<file path="config.mk">
export PLATFORM = sky130hd
export DESIGN_NAME = wb_arbiter2
export DESIGN_NICKNAME = d
export VERILOG_FILES = /design/src/rtl/wb_pkg.sv /design/src/rtl/wb_watchdog.sv /design/src/rtl/wb_arbiter2.sv
export SDC_FILE = /design/constraint.sdc
export NUM_CORES = 1
export LEC_CHECK = 0
export CAP_MARGIN = 20
export CORE_AREA = 2 2 125 127
export DETAILED_ROUTE_END_ITERATION = 10
export DIE_AREA = 0 0 127 129
export HOLD_SLACK_MARGIN = 0.02
export PLACE_DENSITY = 0.65
export SLEW_MARGIN = 20
export SYNTH_ARGS = -nofsm -noshare
export SYNTH_HDL_FRONTEND = slang
export SYNTH_SLANG_ARGS = --single-unit
</file>
<file path="constraint.sdc">
create_clock -name clk -period 2.49 [get_ports clk]
set_clock_uncertainty 0.2 [all_clocks]
set_input_delay 0.498 -clock clk [delete_from_list [all_inputs] [get_ports clk]]
set_output_delay 0.498 -clock clk [all_outputs]
set_load 0.02 [all_outputs]
</file>
<file path="src/rtl/wb_pkg.sv">
// Shared types and constants for the two-requester Wishbone arbiter.
package wb_pkg;

  typedef enum logic [1:0] {
    ARB_IDLE = 2'd0,
    ARB_GNT0 = 2'd1,
    ARB_GNT1 = 2'd2
  } arb_state_t;

  localparam int TMO_W = 16;

endpackage

</file>
<file path="src/rtl/wb_watchdog.sv">
// Bus watchdog: counts unacknowledged strobe cycles of the granted master and
// fires a forced termination, latching a sticky timeout flag.
module wb_watchdog
  import wb_pkg::*;
#(
  parameter int TIMEOUT = 255
) (
  input  logic clk,
  input  logic reset,
  input  logic active,
  input  logic stb,
  input  logic ack,
  input  logic tmo_clr,
  output logic fire,
  output logic tmo_flag
);

  localparam logic [TMO_W-1:0] LIMIT = TMO_W'(TIMEOUT - 1);

  logic [TMO_W-1:0] cnt_q, cnt_d;
  logic             flag_q, flag_d;

  // A late ack in the limit cycle wins over the forced termination.
  assign fire     = active & stb & ~ack & (cnt_q == LIMIT);
  assign tmo_flag = flag_q;

  // Every grant is preceded by an IDLE cycle (active=0), so the count
  // always starts from zero on entering a grant.
  always_comb begin
    cnt_d  = cnt_q;
    flag_d = flag_q;
    if (!active || !stb || ack || fire) begin
      cnt_d = '0;
    end else begin
      cnt_d = cnt_q + 1'b1;
    end
    if (tmo_clr) begin
      flag_d = 1'b0;
    end
    if (fire) begin
      flag_d = 1'b1;
    end
  end

  always_ff @(posedge clk) begin
    if (reset) begin
      cnt_q  <= '0;
      flag_q <= 1'b0;
    end else begin
      cnt_q  <= cnt_d;
      flag_q <= flag_d;
    end
  end

endmodule

</file>
<file path="src/rtl/wb_arbiter2.sv">
// Two-requester Wishbone arbiter: cycle-long grants, round-robin on contention,
// purely combinational routing from registered grant state, watchdog termination.
module wb_arbiter2
  import wb_pkg::*;
#(
  parameter int                 DATA_W   = 32,
  parameter int                 ADR_W    = 32,
  parameter int                 TIMEOUT  = 255,
  parameter logic [DATA_W-1:0]  TMO_DATA = '0,
  parameter int                 PRIO0    = 1
) (
  input  logic                clk,
  input  logic                reset,
  // requester 0
  input  logic                m0_cyc,
  input  logic                m0_stb,
  input  logic                m0_we,
  input  logic [ADR_W-1:0]    m0_adr,
  input  logic [DATA_W/8-1:0] m0_sel,
  input  logic [DATA_W-1:0]   m0_dat_m,
  output logic [DATA_W-1:0]   m0_dat_s,
  output logic                m0_ack,
  // requester 1
  input  logic                m1_cyc,
  input  logic                m1_stb,
  input  logic                m1_we,
  input  logic [ADR_W-1:0]    m1_adr,
  input  logic [DATA_W/8-1:0] m1_sel,
  input  logic [DATA_W-1:0]   m1_dat_m,
  output logic [DATA_W-1:0]   m1_dat_s,
  output logic                m1_ack,
  // shared slave bus
  output logic                s_cyc,
  output logic                s_stb,
  output logic                s_we,
  output logic [ADR_W-1:0]    s_adr,
  output logic [DATA_W/8-1:0] s_sel,
  output logic [DATA_W-1:0]   s_dat_m,
  input  logic [DATA_W-1:0]   s_dat_s,
  input  logic                s_ack,
  // status
  output logic                tmo_flag,
  input  logic                tmo_clr,
  output logic [1:0]          gnt
);

  arb_state_t state_q, state_d;
  logic       rr_q, rr_d;   // 1: m0 preferred on contention
  logic       gm_stb;
  logic       tmo_fire;

  assign gnt    = {state_q == ARB_GNT1, state_q == ARB_GNT0};
  assign gm_stb = (state_q == ARB_GNT0) ? m0_stb :
                  (state_q == ARB_GNT1) ? m1_stb : 1'b0;

  always_comb begin
    state_d = state_q;
    rr_d    = rr_q;
    unique case (state_q)
      ARB_IDLE: begin
        if (m0_cyc && m1_cyc) begin
          state_d = rr_q ? ARB_GNT0 : ARB_GNT1;
        end else if (m0_cyc) begin
          state_d = ARB_GNT0;
        end else if (m1_cyc) begin
          state_d = ARB_GNT1;
        end
      end
      ARB_GNT0: begin
        if (!m0_cyc) begin
          state_d = ARB_IDLE;
          rr_d    = 1'b0;
        end
      end
      ARB_GNT1: begin
        if (!m1_cyc) begin
          state_d = ARB_IDLE;
          rr_d    = 1'b1;
        end
      end
      default: state_d = ARB_IDLE;
    endcase
  end

  always_ff @(posedge clk) begin
    if (reset) begin
      state_q <= ARB_IDLE;
      rr_q    <= (PRIO0 != 0);
    end else begin
      state_q <= state_d;
      rr_q    <= rr_d;
    end
  end

  // Routing: the non-granted master sees zero data and no ack; a timeout
  // substitutes TMO_DATA/ack and withholds the strobe for that one cycle.
  always_comb begin
    s_cyc    = 1'b0;
    s_stb    = 1'b0;
    s_we     = 1'b0;
    s_adr    = '0;
    s_sel    = '0;
    s_dat_m  = '0;
    m0_ack   = 1'b0;
    m0_dat_s = '0;
    m1_ack   = 1'b0;
    m1_dat_s = '0;
    unique case (state_q)
      ARB_GNT0: begin
        s_cyc    = m0_cyc;
        s_stb    = m0_stb & ~tmo_fire;
        s_we     = m0_we;
        s_adr    = m0_adr;
        s_sel    = m0_sel;
        s_dat_m  = m0_dat_m;
        m0_ack   = s_ack | tmo_fire;
        m0_dat_s = tmo_fire ? TMO_DATA : s_dat_s;
      end
      ARB_GNT1: begin
        s_cyc    = m1_cyc;
        s_stb    = m1_stb & ~tmo_fire;
        s_we     = m1_we;
        s_adr    = m1_adr;
        s_sel    = m1_sel;
        s_dat_m  = m1_dat_m;
        m1_ack   = s_ack | tmo_fire;
        m1_dat_s = tmo_fire ? TMO_DATA : s_dat_s;
      end
      default: ;
    endcase
  end

  wb_watchdog #(
    .TIMEOUT (TIMEOUT)
  ) u_watchdog (
    .clk      (clk),
    .reset    (reset),
    .active   (state_q != ARB_IDLE),
    .stb      (gm_stb),
    .ack      (s_ack),
    .tmo_clr  (tmo_clr),
    .fire     (tmo_fire),
    .tmo_flag (tmo_flag)
  );

endmodule

</file>
==> out/results.env <==
OUTCOME='complete, but fails checks'
FAILING_CHECKS='negative setup slack'
POWER.LEAKAGE_nW=2.69
SEQUENTIALPOWERSHARE_PCT=13.9
FINALNONFILLERCELLS=900
GRT_ANTENNA_BEFORE_REPAIR=1
WORSTREG2REGSTART='state_q[0]'
DIE_WIDTH_UM=127
START_UTIL_PCT=17.6
H-TREE-DEPTH=1
LAYOUT.CELLS.MOST_COMMON_LIST='176 x clkdlybuf4s50_1, 68 x nor2b_1, 66 x a22oi_1, 62 x buf_6, 51 x buf_4'
MAPPEDNETLISTAREA_UM2=2630
PLACEMENT_ROWS=45
CELLINTERNALPOWER_mW=1.53
HOLD_BUFFER_COUNT_AT_CTS=0
VIA_PER_INST=4.49
DIE_AREA_UM2=16400
TIMING_MAX_TRANSITION_VIOLATIONS_FINAL=0
ROUTE.DETAILED.DRC=0
WORSTSETUPPATHTYPE='reg -> out'
TOP_LEVEL_PORTS=318
IO_BUFFER_COUNT=317
WORST_IR_DROP_VDD_mV=0.290
NUMBER_OF_FILLER_CELLS_PLACED_IN_THE_LAYOUT=1402
SYNTH_NETS=536
CTS-ROOT-TO-SINK-BUFFERS=2
ARRIVAL_TIME_WORST_ENDPOINT_NS=2.35
POWER.DENSITY_nW_PER_UM2=356
YOSYSSEQAREASHARE_PCT=15.2
CP_SLOWEST_CELL='dfxtp_4'
CORE_AREA_UM2=15000
DETAIL_ROUTE.FIRST_PASS.ITERATIONS=5
FINAL_CELL_AREA_EXCLUDING_FILLER_CELLS_UM2=6790
PLACEMENT.CELL_AREA_UM2=6220
TOTAL_POWER_mW=2.42
DIEHEIGHT_UM=129
FINAL_ANTENNA_NET_COUNT=0
LAYOUT.CORE_UTILIZATION_PCT=45.3
INITIALDRTVIOLATIONCOUNT=141
ROOT_BUFFER='clkbuf_16'
WL_PER_CELL_UM=16.2
FINAL-HOLD-VIOLATION-COUNT=0
CTS-BUFFERS-INSERTED=3
DELAY_OF_THE_SLOWEST_CELL_ON_THE_WORST_PATH_NS=0.35
CRITPATHLAUNCHTYPE='register'
LAYOUT_COMMONEST_CELL='clkdlybuf4s50_1'
FINAL_CRITICAL_PATH_REQUIRED_PERIOD_NS=3.05
CRIT_REQUIRED_NS=1.79
WHS_ENDPOINT='u_watchdog.tmo_flag'
POWER.SHARE.CLOCK_PCT=15.1
TIMING.REG2REG.WORST_PATH_DEPTH=8
FINISH.NET_COUNT=896
FIN_CRIT_SH_PCT=122
POWER_SWITCHING_mW=0.884
DETAILEDPLACEMENTHPWL_MM=10.4
AREA_GROWTH_PCT=158
CLOCK_LATENCY_NS=0.26
GRT_MAX_DEGREE=62
MULTIINPUTGATEAREA_UM2=2190
SETUP_VIOLATIONS=107
VIA_COUNT_OF_THE_FIRST_GLOBAL_ROUTING_PASS=4042
GRT_UTIL_ALL_LAYERS_PCT=16.2
MAX_FREQ_MHz=328
TIMING_WORST_SLEW_PIN_VALUE_NS=0.315
PRE_CTS_SLACK_NS=-0.713
REGAREA_UM2=407
NUM_ANTENNA_CELLS=0
FINAL_LAYOUT_SIZE_SUFFIX_GT1_SHARE_PCT=41.3
LAYOUT_SETUP_WS_NS=-0.555
GRT_FIRST_PASS_WIRELENGTH_MM=21.3
RSZ0062_AT_GRT='yes'
CRIT_PATH_MAX_FANOUT=3
SLEW-LIMIT-HEADROOM_PCT=78.8
YOSYS.CELL_TYPES.COUNT=36
CELLS_AFTER_SYNTH=353
TIMING.HOLD.WORST.START='u_watchdog.tmo_flag'
HP-CLASS='reg -> reg'
MAX-CAP-VIOLATIONS=0
COMBPWRFRAC_PCT=70.9
CPMOSTUSEDCELL='buf_6'
FINAL_WEIGHTED_CONGESTION_IN_ROUTABILITY_DRIVEN_PLACEMENT=0.863
GLOBAL_ROUTE_OVERFLOW=0
ROUTE.VIAS.TOTAL=4044
CLK_PIN_SLEW_NS=0.06
TRITONCTS_CLOCK_TREE='yes'
DRT_WL_TOTAL_MM=14.6
SWSHARE_PCT=36.6
CAPTURING_ELEMENT_TYPE_OF_THE_CRITICAL_PATH='primary output'
YS.WARNINGS.COUNT=0
TRITONCTS_NUM_SINKS=20
REG2REG_SETUP_SLACK_NS=0.24
PLACE_INST=865
CRITICAL_PATH.CELL_CHAIN='inv_1 -> ha_4 -> nand3b_1 -> a211oi_4 -> a21boi_4 -> clkbuf_16 -> buf_6 -> buf_6 -> buf_6 -> buf_6 -> and2_4 -> buf_6'
AVGSYNTHCELLAREA_UM2=7.45
CRIT_REG_REG_ENDPOINT='u_watchdog.cnt_q[9]'
SYNTH_REGISTER_BITS=20
WHS_PATH_DEPTH=2
[repair_timing]
action	CTS	global route
setup buffers	20	7
pin swaps	5	27
endpoints found under the setup margin	138	138
gates cloned	5	1
resized for setup	503	169
[power by group through the flow]
stage / registers (mW) / logic [mW] / clock network, mW
2_1_floorplan: 0.340 / 0.711 / 0
3_3_place_gp: 0.340 / 1.45 / 0
3_5_place_dp: 0.341 / 1.48 / 0
4_1_cts: 0.336 / 1.61 / 0.371
5_1_grt: 0.337 / 1.82 / 0.384
6_report: 0.336 / 1.71 / 0.366
[synthesized netlist by cell type (all sizes together)]
library cell | n | area, um^2
nand3b | 1 | 7.51
clkbuf | 24 | 90.1
o21bai | 1 | 7.51
and2 | 65 | 464
a21oi | 3 | 15.0
nor2 | 21 | 78.8
nand3 | 5 | 25.0
inv | 7 | 26.3
xnor2 | 13 | 114
or4 | 1 | 7.51
dfxtp | 20 | 400
buf | 9 | 93.8
nand2b | 2 | 12.5
o21a | 2 | 15.0
nor3 | 3 | 15.0
mux2 | 1 | 11.3
nor2b | 70 | 438
or3 | 1 | 6.26
nor4 | 5 | 46.3
and3 | 1 | 6.26
o21ai | 2 | 10.0
or3b | 1 | 8.76
a21boi | 2 | 22.5
o2111ai | 2 | 17.5
a211oi | 1 | 20.0
xor2 | 1 | 8.76
nand4b | 1 | 8.76
nand2 | 9 | 33.8
ha | 5 | 62.6
a22oi | 70 | 526
nand4 | 3 | 25.0
a31oi | 1 | 6.26
[flip-flops by register name, summed over array words and instances (netlist names)]
signal / flops
rr_q: 1
state_q: 2
u_watchdog.cnt_q: 16
u_watchdog.tmo_flag: 1
[worst max-delay path, delay by kind of cell, from the launching register on]
family / cells / cell delay (ns)
buffers and inverters: 7 / 0.82
adders and majority gates: 1 / 0.17
AOI/OAI and AO/OA: 2 / 0.45
and+or+nand+nor: 2 / 0.28
DFF: 1 / 0.35
[final cells by class]
class	count	area share (%)
repair buffers	388	56.7
clock buffers	4	1.31
flip-flops and latches	20	5.99
multi-input cells	293	32.2
well taps	188	3.46
inverters	7	0.387
[worst max path at each step]
| stage | start | to | slack [ns] | depth (start not counted) |
|---|---|---|---|---|
| finish | state_q[0] | m0_dat_s[8] | -0.56 | 12 |
| global placement | m1_stb | m0_dat_s[1] | -0.66 | 7 |
| global route | state_q[0] | m0_dat_s[8] | -0.63 | 12 |
| floorplan | state_q[1] | m1_dat_s[10] | 0.09 | 7 |
| CTS | u_watchdog.cnt_q[9] | m0_dat_s[19] | -0.55 | 11 |
| detailed placement | m1_stb | m0_dat_s[2] | -0.71 | 7 |
[per-layer routing]
metal | wire length (um) | vias up | global-route usage, %
li1 | - | 1946 | -
met1 | 5210 | 1863 | 17.2
met2 | 7870 | 218 | 31.9
met3 | 1320 | 15 | 4.20
met4 | 175 | 2 | 3.88
met5 | 13 | - | 0
[through the flow]
stage / setup TNS (ns) / hold WS, ns
6_report: -27.97 / 0.293
5_1_grt: -37.14 / 0.308
4_1_cts: -30.70 / 0.279
3_5_place_dp: -54.64 / 0.270
3_3_place_gp: -50.08 / 0.257
2_1_floorplan: 0 / 0.241
[logic make-up (layout without fill, tap and decap cells)]
family	Yosys count	count (layout)	share of synthesized area [%]
adders and majority gates	5	5	2.38
DFF	20	20	15.2
AOI/OAI and AO/OA	84	84	24.3
xor gates and xnor gates	14	14	4.66
muxes	1	1	0.428
buffers and inverters	40	399	7.99
and+or+nand+nor	189	189	45.0
(Power assumes the default switching activity.)
